--- config.mk ---
export PLATFORM = sky130hd
export DESIGN_NAME = alu_seq
export DESIGN_NICKNAME = d
export VERILOG_FILES = /design/src/rtl/alu_seq.sv
export SDC_FILE = /design/constraint.sdc
export NUM_CORES = 1
export LEC_CHECK = 0
export ABC_CLOCK_PERIOD_IN_PS = 2800
export CAP_MARGIN = 20
export CORE_MARGIN = 1
export CORE_UTILIZATION = 55
export CTS_CLUSTER_SIZE = 24
export DETAILED_ROUTE_END_ITERATION = 12
export HOLD_SLACK_MARGIN = 0.1
export MAX_ROUTING_LAYER = met4
export PLACE_DENSITY = 0.81
export SYNTH_ARGS = -nofsm -noshare
export SYNTH_HDL_FRONTEND = slang
export SYNTH_SLANG_ARGS = --single-unit
--- constraint.sdc ---
create_clock -name clk -period 2.8 [get_ports clk]
set_input_delay 0.56 -clock clk [delete_from_list [all_inputs] [get_ports clk]]
set_output_delay 0.56 -clock clk [all_outputs]
set_load 0.01 [all_outputs]
--- src/rtl/alu_seq.sv ---
// Registered ALU with valid/ready handshake; MUL is an iterative shift-add over WIDTH steps.
// Latency: non-MUL result one edge after accept, MUL WIDTH+1 edges; result held in HOLD until out_ready.
module alu_seq #(
  parameter int WIDTH = 4
) (
  input  logic             clk,
  input  logic             rst,
  input  logic             in_valid,
  output logic             in_ready,
  input  logic [2:0]       s,
  input  logic [WIDTH-1:0] a,
  input  logic [WIDTH-1:0] b,
  input  logic             cin,
  output logic             out_valid,
  input  logic             out_ready,
  output logic [WIDTH-1:0] y,
  output logic             c,
  output logic             v,
  output logic             z,
  output logic             n
);

  localparam int CW = $clog2(WIDTH + 1);

  localparam logic [2:0] OP_PASS = 3'd0;
  localparam logic [2:0] OP_ADD  = 3'd1;
  localparam logic [2:0] OP_SUB  = 3'd2;
  localparam logic [2:0] OP_AND  = 3'd3;
  localparam logic [2:0] OP_OR   = 3'd4;
  localparam logic [2:0] OP_XOR  = 3'd5;
  localparam logic [2:0] OP_NOT  = 3'd6;
  localparam logic [2:0] OP_MUL  = 3'd7;

  typedef enum logic [1:0] {IDLE, EXEC, HOLD} state_t;

  typedef struct packed {
    logic [WIDTH-1:0] y;
    logic             c;
    logic             v;
  } res_t;

  state_t             state, state_nxt;
  logic               accept;
  logic               is_mul;
  logic               mul_done;
  res_t               alu_res;
  res_t               mul_res;
  res_t               res_q;
  logic               z_q, n_q;
  logic [WIDTH:0]     sum, diff;
  logic [2*WIDTH-1:0] mcand, acc;
  logic [WIDTH-1:0]   mplier;
  logic [CW-1:0]      cnt;

  assign is_mul   = (s == OP_MUL);
  assign mul_done = (cnt == CW'(WIDTH));
  assign accept   = in_valid & in_ready;

  always_ff @(posedge clk) begin
    if (rst) state <= IDLE;
    else     state <= state_nxt;
  end

  always_comb begin
    state_nxt = state;
    in_ready  = 1'b0;
    out_valid = 1'b0;
    case (state)
      IDLE: in_ready = 1'b1;
      EXEC: if (mul_done) state_nxt = HOLD;
      HOLD: begin
        out_valid = 1'b1;
        if (out_ready) begin
          in_ready  = 1'b1;
          state_nxt = IDLE;
        end
      end
      default: state_nxt = IDLE;
    endcase
    // A new op may replace the drained result in the same cycle.
    if (in_valid && in_ready) state_nxt = is_mul ? EXEC : HOLD;
  end

  always_comb begin
    sum     = {1'b0, a} + {1'b0, b} + {{WIDTH{1'b0}}, cin};
    diff    = {1'b0, a} - {1'b0, b};
    alu_res = '0;
    case (s)
      OP_PASS: alu_res.y = a;
      OP_ADD: begin
        alu_res.y = sum[WIDTH-1:0];
        alu_res.c = sum[WIDTH];
        alu_res.v = (a[WIDTH-1] == b[WIDTH-1]) && (sum[WIDTH-1] != a[WIDTH-1]);
      end
      OP_SUB: begin
        alu_res.y = diff[WIDTH-1:0];
        alu_res.c = diff[WIDTH];
        alu_res.v = (a[WIDTH-1] != b[WIDTH-1]) && (diff[WIDTH-1] != a[WIDTH-1]);
      end
      OP_AND:  alu_res.y = a & b;
      OP_OR:   alu_res.y = a | b;
      OP_XOR:  alu_res.y = a ^ b;
      OP_NOT:  alu_res.y = ~a;
      default: alu_res = '0;
    endcase
  end

  always_comb begin
    mul_res   = '0;
    mul_res.y = acc[WIDTH-1:0];
    mul_res.c = |acc[2*WIDTH-1:WIDTH];
  end

  always_ff @(posedge clk) begin
    if (rst) begin
      res_q  <= '0;
      z_q    <= 1'b0;
      n_q    <= 1'b0;
      mcand  <= '0;
      mplier <= '0;
      acc    <= '0;
      cnt    <= '0;
    end else if (accept) begin
      if (is_mul) begin
        mcand  <= {{WIDTH{1'b0}}, a};
        mplier <= b;
        acc    <= '0;
        cnt    <= '0;
      end else begin
        res_q <= alu_res;
        z_q   <= (alu_res.y == '0);
        n_q   <= alu_res.y[WIDTH-1];
      end
    end else if (state == EXEC) begin
      if (!mul_done) begin
        if (mplier[0]) acc <= acc + mcand;
        mcand  <= mcand << 1;
        mplier <= mplier >> 1;
        cnt    <= cnt + CW'(1);
      end else begin
        res_q <= mul_res;
        z_q   <= (mul_res.y == '0);
        n_q   <= mul_res.y[WIDTH-1];
      end
    end
  end

  assign y = res_q.y;
  assign c = res_q.c;
  assign v = res_q.v;
  assign z = z_q;
  assign n = n_q;

endmodule

==> results of run 1 <==
[layout make-up]
type	count	area, sq um
multi-input combinational	226	1516
fill	320	1127
sequential	32	640.6
timing repair buffer	56	499.2
clock buffer	7	86.33
tap	50	62.56
inverter	16	60.06
clock inverter	1	7.507
[per-stage QoR]
stage / worst slack, ns / std cells / power, mW / TNS, ns / utilization
final: 0.08955 / 388 / 1.150 / 0 / 0.7182
after floorplan: 0.1838 / 288 / 0.6399 / 0 / -
after global placement: -0.4162 / 379 / 0.7584 / -1.251 / 0.6872
after CTS: 0.002111 / 387 / 1.148 / 0 / 0.7125
after detailed placement: -0.4787 / 379 / 0.7653 / -1.522 / 0.6872
after global routing: -0.05730 / 388 / 1.203 / -0.05730 / 0.7182
[kinds of logic after synthesis]
logic type / Yosys count / synth area share
compound gates: 66 / 0.2006
mux: 4 / 0.01813
fa+ha+maj: 25 / 0.1505
simple gates: 119 / 0.2423
xor+xnor: 12 / 0.04615
flops: 32 / 0.2813
buf+inv: 30 / 0.06098
[placed cells by master (no fill, tap or decap), types with 4 or more instances in the layout]
| cell | instances |
|---|---|
| nor2_1 | 38 |
| dfxtp_1 | 32 |
| nand2_1 | 31 |
| buf_4 | 29 |
| a21oi_1 | 23 |
| clkdlybuf4s50_1 | 21 |
| ha_1 | 20 |
| inv_1 | 15 |
| nand3_1 | 15 |
| nor3_1 | 9 |
| xnor2_1 | 8 |
| a22oi_1 | 7 |
| nor2b_1 | 6 |
| a311oi_1 | 6 |
| clkbuf_8 | 6 |
| nand2b_1 | 5 |
| a211oi_1 | 5 |
| o21ai_0 | 4 |
| xor2_1 | 4 |
| o211ai_1 | 4 |
[flip-flops by register name, indices dropped and copies added (netlist names), 2 cells and up]
register  count
y             3
mplier        4
state         2
cnt           3
acc           8
mcand         8
[worst reg2reg max path: cells and delay by family (launching register included)]
kind,cells,cell delay [ns]
adders and majority gates,2,0.62
xor gates and xnor gates,1,0.18
DFF,1,0.33
AOI/OAI and AO/OA,5,0.80
[how the worst max path moves through the flow]
stage	start	end	slack, ns	depth (start not counted)
6_report	cin	z	0.09	9
5_1_grt	cin	z	-0.06	9
4_1_cts	a[0]	z	0.002	11
3_5_place_dp	a[0]	z	-0.48	9
3_3_place_gp	a[0]	z	-0.42	9
2_1_floorplan	a[0]	z	0.18	8
[power by group through the flow]
stage               sequential (mW)  combinational, mW  clock, mW
floorplan                     0.490              0.150          0
global route                  0.480              0.314      0.409
CTS                           0.479              0.278      0.391
detailed placement            0.489              0.276          0
global placement              0.488              0.270          0
finish                        0.479              0.288      0.384
[per-layer routing]
layer / track usage / wire [microns] / vias up
met4: 0.09840 / 72 / 0
met2: 0.4707 / 2807 / 56
met1: 0.3811 / 2774 / 1039
met3: 0.06724 / 250 / 9
li1: - / - / 1113
met5: - / 0 / -
[repair_timing]
action                                  in CTS  in global routing
cloned                                       0                  0
hold buffers                                 0                  0
endpoints found under the setup margin       3                  3
pin swaps                                    3                  7
gates resized for setup                      6                  8
setup buffers                                0                  1
==> summary.md, run 1 <==
| Metric | Value |
|---|---|
| Worst Min Path Start | `v` |
| Crit. End Element | `register` |
| Max stage delay cell, worst path | `a222oi_1` |
| Final Max Tran Viols | `0` |
| Setup crit start kind | `input port` |
| Required @ worst endpoint | `3.02 ns` |
| I/O pin cnt | `26` |
| Gate power share | `0.250` |
| Worst r2r src | `mcand[0]` |
| Vias | `approximately 2200` |
| Core Region | `4000 sq um` |
| Initial antenna violation count | `0` |
| WP buf/inv | `1` |
| Finished Cell Area | `around 2900 sq um` |
| Number of flops mapped to enable cells by yosys | `0` |
| Hold Fails Final Rpt | `0` |
| Hold Crit Endpoint | `v` |
| Most frequent CP cell | `fa_2` |
| FFs w/ async S/R, synth | `0` |
| Hold path depth | `2` |
| Clock share of power | `0.334` |
| Cells along the critical path | `clkdlybuf4s15_1, fa_2, fa_2, nor2b_1, xnor2_1, a222oi_1, nand3_1, or3_4, a21oi_2` |
| Share of the synthesized area in the top cell type | `0.2813` |
| Hold slack | `roughly 0.45 ns` |
| Max cap viols | `0` |
| Vias in the first global route | `2100` |
| Initial Util | `0.5693` |
| Placed inst area | `2749 sq um` |
| Area leader, netlist | `dfxtp_1` |
| Chip width | `approximately 66 microns` |
| Grt total ovfl | `0` |
| Maximum VDD drop | `0.3920 mV` |
| Seq cells post-synth | `32` |
| Mapped Avg Cell Area | `between 7 and 8 sq um` |
| Yosys cell types | `49` |
| I/O Buffers | `25` |
| Pre-antenna DRT Iters | `4` |
| Sequential area share after synthesis | `0.2813` |
| Crit Path Category | `input port to register` |
| Synth Instances | `about 290` |
| YS warnings | `0` |
| Max-Slew Margin vs Limit | `0.5489` |
| Post-DP HPWL | `approximately 4.4 mm` |
| Antenna Nets Post-Route | `0` |
| Synthesized cell area | `2277 sq um` |
| Clock-pin slew on the worst setup and hold paths | `about 0.070 ns` |
| # H-tree levels | `2` |
| Die area | `about 4400 sq um` |
| Critical path's largest stage delay | `around 0.42 ns` |
| DRC viols | `0` |
| Routed len/inst | `about 15 microns` |
| Top cells by count, synth | `nor2_1, dfxtp_1, nand2_1, a21oi_1, ha_1` |
| Clock Latency Late Sink | `just under 0.3 ns` |
| Core Rows | `23` |
| Leakage | `1.211 nW` |
| ANT cells | `0` |
| Count leader, synth | `nor2_1` |
| Vias/cell | `5.714` |
| CTS max path bufs | `2` |
| Share of cells above drive strength 1 | `0.1479` |
| Final setup viols | `0` |
| Nets | `378` |
| Tcrit/Tclk final | `0.9680` |
| Fin crit period | `2.710 ns` |
| Worst Path Max Fanout | `2` |
| Cell Pwr Density | `between 400 and 500 nW/um^2` |
| Root buffer cell | `clkbuf_8` |
| Fmax | `around 370 MHz` |
| Sw frac | `0.2939` |
| CTS buffer count | `5` |
| Detailed Route WL | `around 5.9 mm` |
| Mapped Nets | `approximately 330` |
| TritonCTS clock tree | `done` |
| Synth top area cells | `dfxtp_1, ha_1, nor2_1` |
| Dominant synthesized flop cell | `dfxtp_1` |
| Total GRT Usage | `0.3000` |
| Hold WC Path Type | `register to register` |
| RD Place Congestion | `about 0.95` |
| Reg power frac | `0.416` |
| Top Family by Delay on Critical Path | `adder cells` |
| Clk sink count | `32` |
| Crit path arrival time | `2.93 ns` |
| First-pass GRT wire length | `~9.6 mm` |
| Worst reg2reg endpoint | `acc[6]` |
| Die Ht | `66.35 microns` |
| Sw Pwr | `approximately 0.34 mW` |
| Area delta synth->final | `26.15%` |
| R2R Setup Slk | `between 0.7 and 0.8 ns` |
| Largest net degree at the start of global routing | `21` |
| Int Power | `between 0.8 and 0.9 mW` |
| 1st-iter DRT viols | `168` |
| Status | `finished clean` |
| Worst Reg-to-Reg Cells | `8` |
| Worst Max-Slew Pin Slew | `just under 0.7 ns` |
| Fin Clk Skew | `slightly above 0.007 ns` |
Note: power is estimated with default switching activity, not from simulation.
==> inputs of run 2 (changes only) <==
--- a/config.mk
+++ b/config.mk
@@ -5,6 +5,7 @@
 export SDC_FILE = /design/constraint.sdc
 export NUM_CORES = 1
 export LEC_CHECK = 0
+export ABC_AREA = 1
 export ABC_CLOCK_PERIOD_IN_PS = 2800
 export CAP_MARGIN = 20
 export CORE_MARGIN = 1
==> run 2 against run 1 <==
Compared with the run above:
- hold slack better by 0.017 ns
- setup slack better by 0.32 ns
- non-clock buffer count is 21 lower
- register-to-register slack better by 0.34 ns
- die area is 8.0% higher
- sequential share of layout area is 0.12 points lower
- maximum frequency is 13% higher
- sequential cell count stayed put
- total power is 4.9% higher
- synthesized cell count is 22% higher
- cell count is 12% higher
- largest power group unchanged
- highest routed layer unchanged
==> summary.md, run 2 <==
| Metric | Value |
|---|---|
| Tcrit/Tclk final | `0.8550` |
| Seq cells post-synth | `32` |
| WP buf/inv | `1` |
| Worst Path Max Fanout | `3` |
| Final setup viols | `0` |
| Count leader, synth | `nand2_1` |
| Fraction of the mapped netlist area in simple logic gates | `0.3384` |
| Die Ht | `~70 microns` |
| Core Region | `roughly 4100 sq um` |
| Setup_tns | `0 ns` |
| FFs w/ async S/R, synth | `0` |
| Post-CTS Resized | `0` |
| Root buffer cell | `clkbuf_8` |
| YS warnings | `0` |
| Area delta synth->final | `17.10%` |
| Max cap viols | `0` |
| Total Power | `1.206 mW` |
| Sw frac | `0.2941` |
| Final Max Tran Viols | `0` |
| Largest registers | `acc: 8 flops, mcand: 8 flops, mplier: 4 flops` |
| Required @ worst endpoint | `3.02 ns` |
| Clock-pin slew on the worst setup and hold paths | `roughly 0.070 ns` |
| TritonCTS clock tree | `done` |
| Post-synthesis mux area share | `0` |
| Dominant synthesized flop cell | `dfxtp_1` |
| Util after Layout | `0.6969` |
| Most frequent cells in the layout | `nand2_1, a21oi_1, inv_1` |
| 1st-iter DRT viols | `210` |
| Share of the synthesized area in the top cell type | `0.2598` |
| Crit path arrival time | `about 2.6 ns` |
| Cell Pwr Density | `417.7 nW/um^2` |
| Die area | `4755 sq um` |
| Pre-antenna DRT Iters | `5` |
| Met3 Track Usage GR | `0.05757` |
| Setup crit start kind | `input port` |
| GRT met2 Usage | `0.4636` |
| Synth Instances | `351` |
| Share of cells above drive strength 1 | `0.1276` |
| I/O pin cnt | `26` |
| Clock share of power | `0.365` |
| Top cells by count, synth | `nand2_1, a21oi_1, inv_1, dfxtp_1, nand3_1` |
| Antenna Nets Post-Route | `0` |
| Mapped Avg Cell Area | `7.026 sq um` |
| Grt total ovfl | `0` |
| DRC viols | `0` |
| Worst Reg-to-Reg Cells | `8` |
| Sw Pwr | `between 0.3 and 0.4 mW` |
| Synth top area cells | `dfxtp_1, nand2_1, ha_1` |
| Synth Area in Compound Gates | `0.1558` |
| Status | `finished clean` |
| Synthesized cell area | `about 2500 sq um` |
| Number of flops mapped to enable cells by yosys | `0` |
| Fin Clk Skew | `0.005146 ns` |
| Placed inst area | `2780 sq um` |
| Area leader, netlist | `dfxtp_1` |
| Met1 usage | `0.4254` |
| Crit Path Category | `input port to register` |
| Cells along the critical path | `clkdlybuf4s50_1, fa_1, fa_1, nand2_2, nand2_2, nand3_2, nand3_2, nor2_1, nand2_1, nor2_1, nand2_1, a21oi_1` |
| Core Rows | `23` |
| Max-Slew Margin vs Limit | `0.6258` |
| Adder-cell area share of the yosys netlist | `0.1390` |
| Mapped Nets | `392` |
| Vias in the first global route | `about 2300` |
| Reg power frac | `0.401` |
| Post-Synth XOR/XNOR Area | `0.01421` |
| Fin crit period | `roughly 2.4 ns` |
| Total GRT Usage | `0.3049` |
| Yosys cell types | `37` |
| Maximum VDD drop | `between 0.3 and 0.4 mV` |
| I/O Buffers | `25` |
| CTS buffer count | `5` |
| Initial Util | `0.5951` |
| Chip width | `68.96 microns` |
| Hold Fails Final Rpt | `0` |
| Commonest non-fill, non-tap cell in the layout | `nand2_1` |
| Finished Cell Area | `roughly 2900 sq um` |
| Int Power | `roughly 0.85 mW` |
| Detailed Route WL | `between 6 and 7 mm` |
| Clk sink count | `32` |
| # H-tree levels | `2` |
| Crit. End Element | `register` |
| Post-DP HPWL | `about 4.7 mm` |
| Initial antenna violation count | `0` |
| ANT cells | `0` |
| Largest net degree at the start of global routing | `23` |
| Routed len/inst | `roughly 14 microns` |
| First-pass GRT wire length | `between 10 and 15 mm` |
| Largest family of logic cells by synthesized area | `simple AND/OR/NAND/NOR gates` |
| CTS max path bufs | `2` |
| Vias | `between 2000 and 2500` |
| Vias/cell | `~5.6` |
| RSZ-0062 raised after global routing | `no` |
| Hold WC Path Type | `register to register` |
| RD Place Congestion | `between 0.9 and 1` |
| Clock Latency Late Sink | `0.29 ns` |
| Max stage delay cell, worst path | `fa_1` |
| Leakage | `about 1.3 nW` |
| Nets | `424` |
| Fmax | `~420 MHz` |
| Worst Max-Slew Pin Slew | `around 0.56 ns` |
| Critical path's largest stage delay | `between 0.4 and 0.5 ns` |
| Top Family by Delay on Critical Path | `adder cells` |
| CTS Hold Bufs | `0` |
| Sequential area share after synthesis | `0.2598` |
| Gate power share | `0.234` |
| Hold path depth | `2` |
| Critical Path Stages | `12` |
| Global route hottest layer | `met2` |
| Postcts setup bufs | `0` |
[run 2: cell types whose count changed in the layout (fill, tap and decap cells not counted), moves of 10 or more]
cell,previous run,this run
nand2_1,31,89
buf_4,29,10
nor2_1,38,19
inv_1,15,33
a21oi_1,23,34
o21ai_0,4,15
nand3_1,15,25
[run 2: area by class of cell]
class	count	area [sq um]
tap	50	62.56
inverter	40	155.1
clock inverter	2	35.03
timing repair buffer	35	325.3
clock buffer	6	72.57
multi-input combinational	269	1597
sequential	32	640.6
fill	360	1256
[run 2: worst register-to-register path, delay by kind of cell, from the launching register on]
family | cells | cell delay (ns)
DFF | 1 | 0.33
and+or+nand+nor | 1 | 0.19
adders and majority gates | 1 | 0.23
AOI/OAI and AO/OA | 3 | 0.54
buffers and inverters | 3 | 0.29
[run 2: layer usage]
metal | routed length, microns | up-vias | share of wire
met1 | 3004 | 1124 | 0.49
met3 | 373 | 6 | 0.061
li1 | - | 1228 | -
met5 | 0 | - | 0
met4 | 29 | 0 | 0.0047
met2 | 2757 | 78 | 0.45
[run 2: metrics by stage]
stage          setup slack (ns)  hold WS [ns]  std cells
6_report                 0.4059        0.4713        434
5_1_grt                  0.2375        0.4994        434
4_1_cts                  0.4055        0.4711        434
3_5_place_dp             0.1196        0.4604        426
3_3_place_gp             0.1412        0.4503        426
2_1_floorplan            0.7229        0.4395        351
[run 2: path summary, 6_finish.rpt]
kind | start | endpoint | slack (ns)
max | a[0] | z | 0.41
min | mplier[3] | mplier[3] | 0.47
max reg2reg | cnt[0] | y[1] | 1.09
min reg2reg | mplier[3] | mplier[3] | 0.47
[run 2: logic make-up (layout without fill, tap and decap cells)]
kind of cell,Yosys count,count (layout)
AOI/OAI and AO/OA,69,69
DFF,32,32
adders and majority gates,25,25
buffers and inverters,50,83
and+or+nand+nor,171,171
xor gates and xnor gates,4,4
[run 2: power by group through the flow]
stage	clock network (mW)	registers (mW)	logic [mW]
CTS	0.442	0.484	0.280
global route	0.466	0.486	0.313
detailed placement	0	0.493	0.277
floorplan	0	0.496	0.171
finish	0.440	0.484	0.282
global placement	0	0.494	0.273
==> inputs of run 3 (changes only) <==
--- a/config.mk
+++ b/config.mk
@@ -6,15 +6,15 @@
 export NUM_CORES = 1
 export LEC_CHECK = 0
 export ABC_AREA = 1
-export ABC_CLOCK_PERIOD_IN_PS = 2800
+export ABC_CLOCK_PERIOD_IN_PS = 2100
 export CAP_MARGIN = 20
 export CORE_MARGIN = 1
-export CORE_UTILIZATION = 55
+export CORE_UTILIZATION = 52
 export CTS_CLUSTER_SIZE = 24
 export DETAILED_ROUTE_END_ITERATION = 12
 export HOLD_SLACK_MARGIN = 0.1
 export MAX_ROUTING_LAYER = met4
-export PLACE_DENSITY = 0.81
+export PLACE_DENSITY = 0.8
 export SYNTH_ARGS = -nofsm -noshare
 export SYNTH_HDL_FRONTEND = slang
 export SYNTH_SLANG_ARGS = --single-unit
==> constraint.sdc (replaced) <==
create_clock -name clk -period 2.1 [get_ports clk]
set_input_delay 0.42 -clock clk [delete_from_list [all_inputs] [get_ports clk]]
set_output_delay 0.42 -clock clk [all_outputs]
set_load 0.01 [all_outputs]
==> run 3 against run 2 <==
Compared with the run above:
- clock-buffer cell count is the same
- global-route usage decreased by 2.7 points
- sequential cell count is the same
- design area is 6.4% higher
- core utilization shrank 0.57 points
- via count increased by 3.7%
- non-clock buffer count grew 20
- setup slack lost 0.31 ns
- clock power is 13% higher
- largest cell class unchanged
- highest routed layer unchanged
==> summary.md, run 3 (synthesis gave the netlist of run 2 again) <==
| Metric | Value |
|---|---|
| Finished Cell Area | `between 3000 and 4000 sq um` |
| Largest net degree at the start of global routing | `16` |
| Root buffer cell | `clkbuf_8` |
| Die Ht | `70.87 microns` |
| Cell Pwr Density | `509.0 nW/um^2` |
| Antenna Nets Post-Route | `0` |
| Leakage | `between 1 and 1.5 nW` |
| 1st-iter DRT viols | `about 250` |
| Top Family by Delay on Critical Path | `adder cells` |
| Worst Reg-to-Reg Cells | `7` |
| Area of the multi-input gates | `roughly 1600 sq um` |
| Initial Util | `0.5549` |
| Clock Latency Late Sink | `between 0.2 and 0.3 ns` |
| Share of cells above drive strength 1 | `0.1906` |
| Worst reg2reg endpoint | `acc[6]` |
| I/O Buffers | `25` |
| Fmax | `approximately 500 MHz` |
| Util after Layout | `0.6912` |
| Core Rows | `24` |
| TritonCTS clock tree | `done` |
| First-pass GRT wire length | `between 10 and 15 mm` |
| Hold Crit Endpoint | `mplier[0]` |
| Vias/cell | `~5.5` |
| Core Region | `4444 sq um` |
| Largest registers | `acc: 8 flops, mcand: 8 flops, mplier: 4 flops` |
| Commonest non-fill, non-tap cell in the layout | `nand2_1` |
| Worst r2r src | `mcand[0]` |
| I/O pin cnt | `26` |
| Grt total ovfl | `0` |
| Worst Path Max Fanout | `3` |
| Fin crit period | `around 2.0 ns` |
| Vias | `2527` |
| # fillers | `401` |
| Maximum VDD drop | `between 0.3 and 0.4 mV` |
| DRC viols | `0` |
| Required @ worst endpoint | `roughly 2.3 ns` |
| Setup_tns | `0 ns` |
| Worst Max-Slew Pin Slew | `between 0.3 and 0.4 ns` |
| Die area | `around 5000 sq um` |
| Cells along the critical path | `clkdlybuf4s50_1, fa_2, fa_2, nand2_2, nand2_2, nand3_2, nand3_2, nor2_1, nand2_1, nor2_1, nand2_1, a21oi_1` |
| Vias in the first global route | `about 2300` |
| Nets | `between 400 and 500` |
| Total GRT Usage | `0.2779` |
| Max stage delay cell, worst path | `clkdlybuf4s50_1` |
| Setup crit start kind | `input port` |
| Max cap viols | `0` |
| Crit path arrival time | `about 2.2 ns` |
| RSZ-0062 raised after global routing | `no` |
| Routed len/inst | `about 14 microns` |
| CTS max path bufs | `2` |
| Detailed Route WL | `roughly 6.3 mm` |
| Clk sink count | `32` |
| Final setup viols | `0` |
| Tcrit/Tclk final | `0.9565` |
| Status | `finished clean` |
| CTS buffer count | `5` |
| RD Place Congestion | `around 0.91` |
| # H-tree levels | `2` |
| Placed inst area | `slightly below 3000 sq um` |
| Crit Path Category | `input port to register` |
| Clock-pin slew on the worst setup and hold paths | `0.07 ns` |
| Critical Path Stages | `12` |
| Max-Slew Margin vs Limit | `0.7557` |
| Critical path's largest stage delay | `about 0.42 ns` |
| Final Max Tran Viols | `0` |
| Chip width | `slightly above 70 microns` |
| WP buf/inv | `1` |
| Most frequent cells in the layout | `nand2_1, inv_1, a21oi_1` |
| Pre-antenna DRT Iters | `7` |
| Fin Clk Skew | `0.004188 ns` |
| R2R Setup Slk | `0.45 ns` |
| Crit. End Element | `register` |
| Hold WC Path Type | `register to register` |
| Worst Min Path Start | `mplier[1]` |
| Storage cell area | `between 600 and 700 sq um` |
| Initial antenna violation count | `0` |
| Hold Fails Final Rpt | `0` |
| CTS Hold Bufs | `0` |
| Area delta synth->final | `24.56%` |
| Hold path depth | `2` |
| ANT cells | `0` |
| Post-DP HPWL | `slightly below 5 mm` |
-- run 3: cell count changes in the layout (fill, tap and decap cells not counted), moves of 2 or more --
cell and delta:
fa_2 +3, clkdlybuf4s50_1 -5, dlygate4sd2_1 +2, dlymetal6s2s_1 +3
buf_4 +19, fa_1 -3
-- run 3: per-layer routing --
metal / part of all wire / global-route usage
met5: 0 / -
met4: 0.015 / 0.08000
met3: 0.084 / 0.05698
met2: 0.44 / 0.4081
met1: 0.47 / 0.3856
-- run 3: how the worst max path moves through the flow --
stage               endpoint       from
finish                     z        cin
global route               z        cin
CTS                 in_ready  out_ready
detailed placement         z       a[0]
global placement           z       a[0]
floorplan                  z       a[0]
-- run 3: layout make-up --
| class | count | area share |
|---|---|---|
| Clock buffer | 6 | 0.02688 |
| Inverter | 40 | 0.05051 |
| Tap cell | 52 | 0.02118 |
| Timing Repair Buffer | 55 | 0.1605 |
| Multi-Input combinational cell | 269 | 0.5291 |
| Sequential cell | 32 | 0.2086 |
| Clock inverter | 2 | 0.003259 |
-- run 3: tightest hold or removal path, cell delays in order, from the launching register on --
cell and delay (ns):
dfxtp_1 0.31, nand2_1 0.06, a31oi_1 0.07
-- run 3: stage by stage --
stage / setup slack, ns / hold slack (ns) / instances / power [mW]
floorplan: 0.1629 / 0.4395 / 351 / 0.8892
global placement: -0.3977 / 0.4500 / 448 / 1.057
detailed placement: -0.4560 / 0.4662 / 448 / 1.065
CTS: 0.02592 / 0.4767 / 456 / 1.558
global route: 0.01067 / 0.4941 / 456 / 1.643
finish: 0.09134 / 0.4748 / 456 / 1.564
-- run 3: repair_timing --
item / in CTS / in global routing
pin swaps: 1 / 1
setup buffers: 0 / 0
resized for setup: 4 / 8
setup endpoints to repair: 3 / 4
cloned: 0 / 0
-- run 3: where the power goes --
part / switching [mW] / total [mW] / leakage [nW] / internal, mW
registers: 0.0158 / 0.646 / 0.260 / 0.630
logic: 0.233 / 0.420 / 1.14 / 0.187
clock network: 0.236 / 0.497 / 0.0510 / 0.261
==> RTL edit (config.mk and constraints of run 3) <==
Re-encode `state_t` (3 states) as one-hot, 3 bits wide.
--- a/src/rtl/alu_seq.sv
+++ b/src/rtl/alu_seq.sv
@@ -31,7 +31,7 @@
   localparam logic [2:0] OP_NOT  = 3'd6;
   localparam logic [2:0] OP_MUL  = 3'd7;
 
-  typedef enum logic [1:0] {IDLE, EXEC, HOLD} state_t;
+  typedef enum logic [2:0] {IDLE = 3'b001, EXEC = 3'b010, HOLD = 3'b100} state_t;
 
   typedef struct packed {
     logic [WIDTH-1:0] y;
Behaviour: same outputs for any inputs over 10 cycles, from zero or initial values and one cycle with rst high; not proved beyond that.
==> RTL edit against run 3 <==
Power increased by 22%; critical endpoint is now y[2]; combinational power is 71% higher; via count grew 7.6%; setup slack got worse by 37 ps; wire length rose by 6.5%; sequential cell count rose by 1; first-iteration DRC count grew 15%; highest routed layer unchanged; die area increased by 2.4%; hold slack improved by 4.1 ps; synthesized area increased by 2.5%; final area rose by 3.5%; critical path depth down 1.
==> RTL edit: results (changes against run 3) <==
layout:
  fillers: 408  # was 401
  layoutNonFillerInstCount: 487  # was 456
  drive_gt1_share_pct: 18.16  # was 19.06%
  fin_util_pct: 70.58  # was 69.12%
  final_net_count: 475  # was 444
sta:
  worst-slew-pin-transition_ps: 394.3  # was 365.2 ps
  fin_hold_ws_ps: 478.9  # was 474.8 ps
  max_clock_freq_mhz: 488.9  # was 497.8 MHz
routing:
  detail_route.iter0.violations: 283  # was 246
  avgViaCountPerCell: 5.581  # was 5.542
  avgRoutedWirePerCell_um: 13.70  # was 13.73 um
synth:
  adder_cell_area_share_of_the_yosys_netlist_pct: 13.56  # was 13.90%
  synthArstFlopShare_pct: 0  # unchanged
  synth.lib_cells_used.distinct: 34  # was 37
  synth.area.top_cells: "sky130_fd_sc_hd__dfxtp_1 26%, sky130_fd_sc_hd__nand2_1 12%, sky130_fd_sc_hd__ha_1 10%"  # was sky130_fd_sc_hd__dfxtp_1 26%, sky130_fd_sc_hd__nand2_1 14%, sky130_fd_sc_hd__ha_1 11%
  synth_top_cells_by_count: "80 x sky130_fd_sc_hd__nand2_1, 41 x sky130_fd_sc_hd__inv_1, 41 x sky130_fd_sc_hd__nand3_1"  # was 89 x sky130_fd_sc_hd__nand2_1, 34 x sky130_fd_sc_hd__a21oi_1, 33 x sky130_fd_sc_hd__inv_1
  synth_area_per_cell_um2: 6.776  # was 7.026 um^2
  xor_and_xnor_fraction_of_the_mapped_netlist_area_pct: 0.6931  # was 1.421%
  mappedNetlistNets: 414  # was 392
  synth_compound_gate_area_share_pct: 13.51  # was 15.58%
  sequential_element_share_of_the_synthesized_area_pct: 26.14  # was 25.98%
critical_path:
  worst_r2r_path_depth: 7  # unchanged
  r2r_setup_slack_ps: 340  # was 450 ps
placed_design:
  place_hpwl_mm: 5.126  # was 4.876 mm
  placed_cells_incl_taps: 478  # was 448
  place_area_mm2: 0.003069  # was 0.002945 mm^2
  place.gp.congestion: 0.9310  # was 0.9052
  place_worst_setup_slack_ps: -516.1  # was -456.0 ps
grt:
  grt_start_max_net_pins: 24  # was 16
  number_of_global_route_vias_before_repair: 2517  # was 2279
  grt_pass1_wl_mm: 11.21  # was 10.73 mm
  groute.usage.overall_pct: 28.50  # was 27.79%
pwr:
  power.ir.vdd_worst_mv: 0.3952  # was 0.3350 mV
  leakage_nw: 1.546  # was 1.446 nW
  share_of_total_power_consumed_by_net_switching_pct: 35.88  # was 31.05%
hold_path:
  worst_hold_path.endpoint: "mplier[3]"  # was mplier[0]
  origin_of_the_worst_min_delay_path: "mplier[3]"  # was mplier[1]
  min_path_type: "flop to flop"  # unchanged
run_status:
  outcome: "finished clean"  # unchanged
==> RTL edit: layout make-up <==
cell class / instances / share of cell area [%]
flip-flops and latches: 33 / 20.78
clock buffers: 5 / 2.165
multi-input cells: 284 / 51.36
repair buffers: 64 / 17.51
well taps: 52 / 2.046
clock inverters: 3 / 0.5510
inverters: 46 / 5.588
==> RTL edit: power by group through the flow <==
stage | registers, W | logic, W | clock network (W)
floorplan | 0.000731 | 0.000415 | 0
global placement | 0.000723 | 0.000693 | 0
detailed placement | 0.000725 | 0.000706 | 0
CTS | 0.000711 | 0.000708 | 0.000481
global route | 0.000716 | 0.000787 | 0.000506
finish | 0.000712 | 0.000718 | 0.000479
==> RTL edit: routing by layer <==
metal / track usage (%) / routed length [um]
met5: - / 0
met4: 9.586 / 122
met3: 6.188 / 550
met2: 44.55 / 3002
met1: 36.56 / 2996
==> RTL edit: what timing repair did <==
item	CTS	global route
setup endpoints to repair	5	4
pin swaps	2	2
resized for setup	4	5
buffers inserted	1	0
hold endpoints to repair	0	0
